==> src/rtl/matmul_pkg.sv <==
// Shared types and constants for the matmul operand sequencer (state encoding, lane sizing).
package matmul_pkg;

  localparam int unsigned MAT_LANES = 4;
  localparam int unsigned DEF_DW    = 8;

  typedef logic [MAT_LANES*DEF_DW-1:0] lane_word_t;

  typedef enum logic [1:0] {
    IDLE  = 2'd0,
    FETCH = 2'd1,
    DRAIN = 2'd2,
    DONE  = 2'd3
  } seq_state_t;

endpackage

==> src/rtl/matmul_operand_sequencer_skew.sv <==
// operand_skew_line: lane i delays the RAM word element by 1+i cycles, zeroing data outside its valid window.
module operand_skew_line
  import matmul_pkg::*;
#(
  parameter int unsigned MAT_DIM = MAT_LANES,
  parameter int unsigned DW      = DEF_DW
) (
  input  logic                  clk,
  input  logic                  reset,
  input  logic                  in_vld,
  input  logic [MAT_DIM*DW-1:0] in_word,
  output logic [MAT_DIM*DW-1:0] out_data,
  output logic [MAT_DIM-1:0]    out_vld
);

  for (genvar gi = 0; gi < MAT_DIM; gi++) begin : g_lane
    logic [DW-1:0] dly_r [0:gi];
    logic [gi:0]   vld_r;

    // Per-lane delay chain; data is forced to zero when the captured word is not valid.
    always_ff @(posedge clk or negedge reset) begin
      if (!reset) begin
        for (int j = 0; j <= gi; j++) begin
          dly_r[j] <= '0;
        end
        vld_r <= '0;
      end else begin
        dly_r[0] <= in_vld ? in_word[gi*DW +: DW] : {DW{1'b0}};
        vld_r[0] <= in_vld;
        for (int j = 1; j <= gi; j++) begin
          dly_r[j] <= dly_r[j-1];
          vld_r[j] <= vld_r[j-1];
        end
      end
    end

    assign out_data[gi*DW +: DW] = dly_r[gi];
    assign out_vld[gi]           = vld_r[gi];
  end

endmodule

==> src/rtl/matmul_operand_sequencer.sv <==
// Operand fetch/skew engine for the systolic matmul array: run FSM, RAM address counters, two skew lines.
// Optional MATMUL_SEQ_PERF_EN adds perf_cycles (busy cycles of the last run, saturating).
module matmul_operand_sequencer
  import matmul_pkg::*;
#(
  parameter int unsigned MAT_DIM   = MAT_LANES,
  parameter int unsigned DW        = DEF_DW,
  parameter int unsigned AW        = 7,
  parameter int unsigned KW        = 8,
  parameter int unsigned DRAIN_CYC = 8
) (
  input  logic                  clk,
  input  logic                  reset,
  input  logic                  start_mat_mul,
  output logic                  done_mat_mul,
  output logic                  busy,
  input  logic [KW-1:0]         cfg_k,
  input  logic [AW-1:0]         addr_base_a,
  input  logic [AW-1:0]         addr_base_b,
  output logic                  en_a,
  output logic                  en_b,
  output logic [AW-1:0]         addr_a,
  output logic [AW-1:0]         addr_b,
  input  logic [MAT_DIM*DW-1:0] rdata_a,
  input  logic [MAT_DIM*DW-1:0] rdata_b,
  output logic [MAT_DIM*DW-1:0] a_data,
  output logic [MAT_DIM*DW-1:0] b_data,
  output logic [MAT_DIM-1:0]    a_vld,
  output logic [MAT_DIM-1:0]    b_vld
`ifdef MATMUL_SEQ_PERF_EN
  ,
  output logic [15:0]           perf_cycles
`endif
);

  localparam int unsigned CW = KW + 1;

  seq_state_t    state_r, state_n;
  logic [CW-1:0] cnt_r;
  logic [KW-1:0] k_r;
  logic [CW-1:0] k_ext_s;
  logic          fetch_last_s, drain_last_s;
  logic          en_r, rd_vld_r, busy_r, done_r;
  logic [AW-1:0] addr_a_r, addr_b_r;

  assign k_ext_s      = {1'b0, k_r};
  assign fetch_last_s = (cnt_r == (k_ext_s - CW'(1)));
  assign drain_last_s = (cnt_r == (k_ext_s + CW'(MAT_DIM + DRAIN_CYC - 1)));

  // Next-state logic; DONE is held until the registered done has been visible for a cycle.
  always_comb begin
    state_n = state_r;
    case (state_r)
      IDLE: begin
        if (start_mat_mul) begin
          state_n = (cfg_k == '0) ? DONE : FETCH;
        end else begin
          state_n = IDLE;
        end
      end
      FETCH: begin
        if (fetch_last_s) state_n = DRAIN;
        else              state_n = FETCH;
      end
      DRAIN: begin
        if (drain_last_s) state_n = DONE;
        else              state_n = DRAIN;
      end
      DONE: begin
        if (!start_mat_mul && done_r) state_n = IDLE;
        else                          state_n = DONE;
      end
      default: state_n = IDLE;
    endcase
  end

  // State, run counter, sampled config and all registered control outputs.
  always_ff @(posedge clk or negedge reset) begin
    if (!reset) begin
      state_r  <= IDLE;
      cnt_r    <= '0;
      k_r      <= '0;
      en_r     <= 1'b0;
      rd_vld_r <= 1'b0;
      busy_r   <= 1'b0;
      done_r   <= 1'b0;
      addr_a_r <= '0;
      addr_b_r <= '0;
    end else begin
      state_r  <= state_n;
      cnt_r    <= (state_r == IDLE) ? '0 : cnt_r + CW'(1);
      if (state_r == IDLE && start_mat_mul) k_r <= cfg_k;
      en_r     <= (state_n == FETCH);
      rd_vld_r <= en_r;
      busy_r   <= (state_n == FETCH) || (state_n == DRAIN);
      done_r   <= (state_r == DONE) && (state_n == DONE);
      if (state_n == FETCH) begin
        addr_a_r <= (state_r == IDLE) ? addr_base_a : addr_a_r + AW'(1);
        addr_b_r <= (state_r == IDLE) ? addr_base_b : addr_b_r + AW'(1);
      end else begin
        addr_a_r <= '0;
        addr_b_r <= '0;
      end
    end
  end

  assign en_a         = en_r;
  assign en_b         = en_r;
  assign addr_a       = addr_a_r;
  assign addr_b       = addr_b_r;
  assign busy         = busy_r;
  assign done_mat_mul = done_r;

  operand_skew_line #(.MAT_DIM(MAT_DIM), .DW(DW)) u_skew_a (
    .clk      (clk),
    .reset    (reset),
    .in_vld   (rd_vld_r),
    .in_word  (rdata_a),
    .out_data (a_data),
    .out_vld  (a_vld)
  );

  operand_skew_line #(.MAT_DIM(MAT_DIM), .DW(DW)) u_skew_b (
    .clk      (clk),
    .reset    (reset),
    .in_vld   (rd_vld_r),
    .in_word  (rdata_b),
    .out_data (b_data),
    .out_vld  (b_vld)
  );

`ifdef MATMUL_SEQ_PERF_EN
  logic [15:0] perf_r;

  // Busy-cycle counter: cleared when a run leaves IDLE, held afterwards, saturating.
  always_ff @(posedge clk or negedge reset) begin
    if (!reset) begin
      perf_r <= 16'd0;
    end else if (state_r == IDLE && state_n != IDLE) begin
      perf_r <= 16'd0;
    end else if (busy_r && perf_r != 16'hFFFF) begin
      perf_r <= perf_r + 16'd1;
    end
  end

  assign perf_cycles = perf_r;
`endif

endmodule

==> config.mk <==
export PLATFORM = sky130hd
export DESIGN_NAME = matmul_operand_sequencer
export DESIGN_NICKNAME = d
export VERILOG_FILES = /design/src/rtl/matmul_pkg.sv /design/src/rtl/matmul_operand_sequencer_skew.sv /design/src/rtl/matmul_operand_sequencer.sv
export SDC_FILE = /design/constraint.sdc
export NUM_CORES = 1
export LEC_CHECK = 0
export ABC_AREA = 1
export BUFFER_PORTS_ARGS = -buffer_cell sky130_fd_sc_hd__buf_2
export CAP_MARGIN = 10
export CORE_MARGIN = 3
export CORE_UTILIZATION = 57
export DETAILED_ROUTE_END_ITERATION = 10
export HOLD_SLACK_MARGIN = 0.02
export PLACE_DENSITY_LB_ADDON = 0.12
export SETUP_SLACK_MARGIN = 0.02
export SYNTH_ARGS = -nofsm -noshare
export SYNTH_HDL_FRONTEND = slang
export SYNTH_HIERARCHICAL = 1
export SYNTH_SLANG_ARGS = --single-unit
==> constraint.sdc <==
create_clock -name clk -period 4.15 [get_ports clk]
set_input_delay 1.245 -clock clk [delete_from_list [all_inputs] [get_ports clk]]
set_output_delay 1.245 -clock clk [all_outputs]
set_load 0.02 [all_outputs]
==> metrics, run 1 <==
status=complete, no violations; cells resized by post-CTS repair=0; final slew viol count=0; hold crit path type=register to register; setup slack, reg-to-reg=1.46 ns; post-route design area=8810 µm²; worst vdd ir=0.000476 V; Worst-path clk slew=0.06 ns; endpoint type of the worst setup path=register; Chip Height=120 µm; Post-DP HPWL=9650 µm; most common cell after layout, fill and taps aside=dfrtp_1; routed length per placed instance=13.7 µm; dpl cells=967; global route overflow=0; Initial Utilization=58.7%; worst skew pair latency=0.48 ns; antenna-violating nets left=0; Worst Skew=0.00836 ns; first-pass GRT wire length=22900 µm; clk sinks=205; most frequent cells in the layout=204 x dfrtp_1, 177 x buf_2, 142 x nand2_1; Initial DRT Pass Iterations=4; # Max-Cap Violations=0; vias in the first global route=4966; Std-Cell Rows=41; Inserted Clock Buffers=21; Fin Setup TNS=0 ns; syn nets=774; H-tree depth=1; Cells after Synth=679; 1st-iter DRT viols=345; Placed Area=8120 µm²; post-route insts no fill=1001; input/output buffers=178; yosys warns=6; critical path class=register to register; crit-path max FO=11; CTS tree=done; clock root cell=clkbuf_16; setup repair bufs after CTS=0; Max Freq=372 MHz; Slew headroom=28.5%; Netlist cell types=27; Tot GR Track Use=19.8%; Fin. Hold Viols=0; layout cells sized above 1=28.7%; die area=14500 µm²; initial antenna violation count=1; Mapped Avg Cell Area=11.0 µm²; hold buffer count at cts=0; Finish-stage setup viols=0; Tmin final=2.69 ns; RSZ-0062 raised after global routing=false; CP Data Required Time=4.56 ns; routed vias=4675; via density per instance=4.67; post-synthesis register bit count=205; crit path launch type=register; core area=12700 µm²; Mapped Area=7460 µm²; clock tree buffer depth=3; routability cong.=0.860; Ports=179; Cell Pwr Density=758 nW/µm²; Total Nets Final=913; Post-Route WL=13700 µm; Leak=5.16 nW; Tcrit/Tclk final=64.7%; Critical Path AT=3.10 ns; Die Wd=120 µm; Hold WS=0.343 ns; Slew @ Worst Pin=1.07 ns; area delta synth->final=18.1%; Post-route DRC=0; # diodes=0; largest net degree at the start of global routing=93; sequential area share after synthesis=68.7%
layout make-up:
class	instances	area (µm²)
Sequential cell	205	5130
Timing Repair Buffer	180	940
Tap cell	172	215
Clock inverter	8	125
Inverter	113	430
Clock buffer	26	564
Fill cell	999	3910
Multi-Input combinational cell	297	1410
registers in the layout, summed over array words and instances, names as in the netlist:
name	flops
state_r	2
k_r	8
rd_vld_r	1
u_skew_b/out_data	24
u_skew_a/g_lane.dly_r	56
u_skew_b/g_lane.dly_r	56
u_skew_b/g_lane.vld_r	4
addr_a	7
en_a	1
u_skew_a/out_data	24
u_skew_a/g_lane.vld_r	4
addr_b	7
cnt_r	9
busy	1
done_mat_mul	1
power breakdown:
part	switching, mW	internal [mW]	total (mW)
combinational	1.23	0.603	1.83
sequential	0.385	2.60	2.98
clock	0.714	1.15	1.86
synthesized netlist by cell type, drive strengths merged:
cell / number / area (µm²)
a21oi: 13 / 65.1
and3: 1 / 6.26
xor2: 8 / 70.1
nand3: 31 / 160
nor2: 44 / 198
nor3: 11 / 55.1
nand4: 4 / 25.0
clkinv: 3 / 17.5
inv: 110 / 413
xnor2: 4 / 35.0
ha: 6 / 75.1
dfrtp: 205 / 5130
clkbuf: 2 / 10.0
o21ai: 27 / 135
buf: 62 / 488
nand2: 148 / 581
through the flow:
| stage | setup slack, ns | power, mW | utilization [%] |
|---|---|---|---|
| floorplan | 1.64 | 4.46 | - |
| global placement | 1.26 | 4.78 | 63.8 |
| detailed placement | 1.13 | 4.86 | 63.8 |
| CTS | 1.44 | 6.75 | 69.3 |
| global route | 1.10 | 7.14 | 69.3 |
| finish | 1.46 | 6.68 | 69.3 |
layer usage:
metal  vias to the layer above  track usage (%)  share of wire (%)
met5                         -                0              0.095
met4                         2             6.23                2.9
met3                        29             6.36                8.4
met2                       162             32.3                 48
met1                      2222             25.4                 41
li1                       2260                -                  -
critical path, stage by stage, from the launching register on:
cell and delay (ns):
dfrtp_1 0.43, inv_1 0.08, ha_1 0.28, inv_2 0.08
nand2_2 0.08, nand2_2 0.11, nand2_1 0.07, nand3_1 0.07
nand2_1 0.05, nor3_1 0.23, nand3_1 0.12, nand4_1 0.14
ha_1 0.41, inv_1 0.16, nor2_1 0.14, o21ai_0 0.09
inv_1 0.07
cells by family (layout without fill, tap and decap cells):
| family | count (synthesis) | after routing | share of synthesized area (%) |
|---|---|---|---|
| simple gates | 239 | 239 | 13.7 |
| flops | 205 | 205 | 68.7 |
| buf+inv | 177 | 327 | 12.4 |
| compound gates | 40 | 40 | 2.68 |
| xor+xnor | 12 | 12 | 1.41 |
| fa+ha+maj | 6 | 6 | 1.01 |
path summary, 6_finish.rpt:
kind,from,endpoint,cells past startpoint
setup / recovery,k_r[0],addr_b[5],16
hold / removal,u_skew_b/g_lane[3].dly_r[21],u_skew_b/g_lane[3].dly_r[13],0
setup reg to reg,k_r[0],addr_b[5],16
hold reg to reg,u_skew_b/g_lane[3].dly_r[21],u_skew_b/g_lane[3].dly_r[13],0
max in group asynchronous,reset,k_r[3],2
min in group asynchronous,reset,u_skew_a/g_lane[2].dly_r[19],1
No activity file was read; power rests on OpenSTA's default activity.
==> run 2, diff against run 1 <==
CORE_UTILIZATION = 53   (was 57)
clock period = 2.7 ns   (was 4.15 ns; I/O delays follow)
==> run 2 against run 1 <==
- wire length rose by 3.8%
- critical path depth grew 1
- clock skew is 0.0020 ns higher
- final area up 0.77%
- clock-buffer cell count increased by 4
- critical path type unchanged
- critical endpoint is now addr_b[4]
- largest cell class unchanged
==> metrics, run 2 (synthesized netlist as in run 1, its figures left out) <==
clock root cell=clkbuf_16; Slew headroom=67.5%; antenna-violating nets left=0; first-pass GRT wire length=23500 µm; core area=13500 µm²; worst r2r dst=addr_b[4]; input/output buffers=178; H-tree depth=1; area delta synth->final=19.0%; critical path class=register to register; Fin. Hold Viols=0; most frequent cells in the layout=204 x dfrtp_1, 177 x buf_2, 142 x nand2_1; 1st-iter DRT viols=282; Worst-path clk slew=0.06 ns; hold buffer count at cts=0; Post-DP HPWL=10400 µm; final slew viol count=0; via density per instance=4.69; routed length per placed instance=14.0 µm; RSZ-0062 raised after global routing=false; setup slack, reg-to-reg=0.37 ns; most common cell after layout, fill and taps aside=dfrtp_1; Tmin final=2.33 ns; layout cells sized above 1=29.4%; Leak=5.20 nW; Comb pwr share=28.8%; vias in the first global route=4956; cells resized by post-CTS repair=0; clk sinks=205; Sequential Power Share=43.6%; Inserted Clock Buffers=21; Std-Cell Rows=42; Worst setup startpoint=k_r[0]; status=complete, no violations; global route overflow=0; Slew @ Worst Pin=0.487 ns; clock tree buffer depth=3; Tcrit/Tclk final=86.4%; setup repair bufs after CTS=0; Fin Setup TNS=0 ns; Post-Route WL=14200 µm; Cell Pwr Density=1160 nW/µm²; Post-route DRC=0; Worst Skew=0.0103 ns; crit path to=addr_b[4]; Sw Ratio=35.1%; routed vias=4753; Max Freq=429 MHz; worst vdd ir=0.000704 V; Finish-stage setup viols=0; Top Registers=u_skew_a/g_lane.dly_r (56), u_skew_b/g_lane.dly_r (56); Initial DRT Pass Iterations=5; Ports=179; Critical Path AT=2.71 ns; crit path launch type=register; crit-path max FO=11; Core Util, Final=65.7%; clock share of power=27.6%; # diodes=0; endpoint type of the worst setup path=register; Int Power=6.71 mW; routability cong.=0.866; CTS tree=done; Reg2Reg Depth=17; largest net degree at the start of global routing=60; initial antenna violation count=1; worst r2r src=k_r[0]; Total Nets Final=919; Chip Height=125 µm; fillers=1099; Initial Utilization=55.3%; # Max-Cap Violations=0; die area=15500 µm²; worst skew pair latency=0.49 ns; CP Data Required Time=3.08 ns; hold crit path type=primary input to asynchronous set/reset pin; Die Wd=125 µm; NetSw=3.63 mW; Tot GR Track Use=18.5%
run 2: changes by cell type in the layout (fill, tap and decap cells not counted), sizes merged:
cell / change
buf: +6
bufinv: -1
clkbuf: +4
run 2: through the flow:
| step | area [µm²] | worst slack [ns] | hold WS, ns | power [mW] | instances |
|---|---|---|---|---|---|
| after floorplan | 7460 | 0.585 | 0.331 | 6.85 | 679 |
| after detailed placement | 8170 | 0.227 | 0.335 | 7.53 | 977 |
| after global routing | 8880 | 0.0855 | 0.309 | 11.0 | 1014 |
| after global placement | 8170 | 0.327 | 0.331 | 7.41 | 977 |
| final | 8880 | 0.367 | 0.281 | 10.3 | 1014 |
| after CTS | 8870 | 0.215 | 0.296 | 10.4 | 1014 |
run 2: critical path: stages, from the launching register on:
cell and delay, ns:
dfrtp_1 0.42, inv_1 0.08, ha_1 0.27, inv_2 0.08, nand2_2 0.08, nand2_1 0.09, nand2_1 0.06, nand2_1 0.06
nand2_1 0.06, nor2_2 0.09, nand3_2 0.11, nand2_1 0.07, nand4_1 0.19, ha_4 0.27, inv_1 0.12, nor2_1 0.06
o21ai_0 0.07, inv_1 0.05
run 2: worst min-delay path by stage:
stage,slack [ns],end,cells past startpoint
after floorplan,0.33,u_skew_a/g_lane[2].dly_r[10],0
after global placement,0.33,u_skew_b/g_lane[3].dly_r[11],0
after detailed placement,0.33,u_skew_a/g_lane[2].dly_r[13],0
after CTS,0.30,u_skew_a/g_lane[2].dly_r[16],1
after global routing,0.31,u_skew_a/g_lane[2].dly_r[16],1
final,0.28,u_skew_a/g_lane[2].dly_r[16],1
run 2: routing by layer:
layer / track usage [%] / share of wire, % / vias to the layer above
li1: - / - / 2274
met5: 0 / 0.077 / -
met4: 5.80 / 2.8 / 2
met2: 30.9 / 48 / 178
met1: 22.8 / 40 / 2264
met3: 6.22 / 9.0 / 35
run 2: area by class of cell:
| cell class | count | area (µm²) | area share (%) |
|---|---|---|---|
| inverters | 113 | 430 | 4.85 |
| clock inverters | 7 | 95.1 | 1.07 |
| repair buffers | 186 | 985 | 11.1 |
| multi-input cells | 297 | 1420 | 16.0 |
| well taps | 176 | 220 | 2.48 |
| clock buffers | 30 | 599 | 6.75 |
| flip-flops and latches | 205 | 5130 | 57.8 |
run 2: power by group through the flow:
stage / Combinational, mW / Clock, mW / Sequential, mW
6_report: 2.98 / 2.86 / 4.50
5_1_grt: 3.34 / 3.07 / 4.62
4_1_cts: 2.98 / 2.94 / 4.52
3_5_place_dp: 2.97 / 0 / 4.56
3_3_place_gp: 2.91 / 0 / 4.50
2_1_floorplan: 2.22 / 0 / 4.64
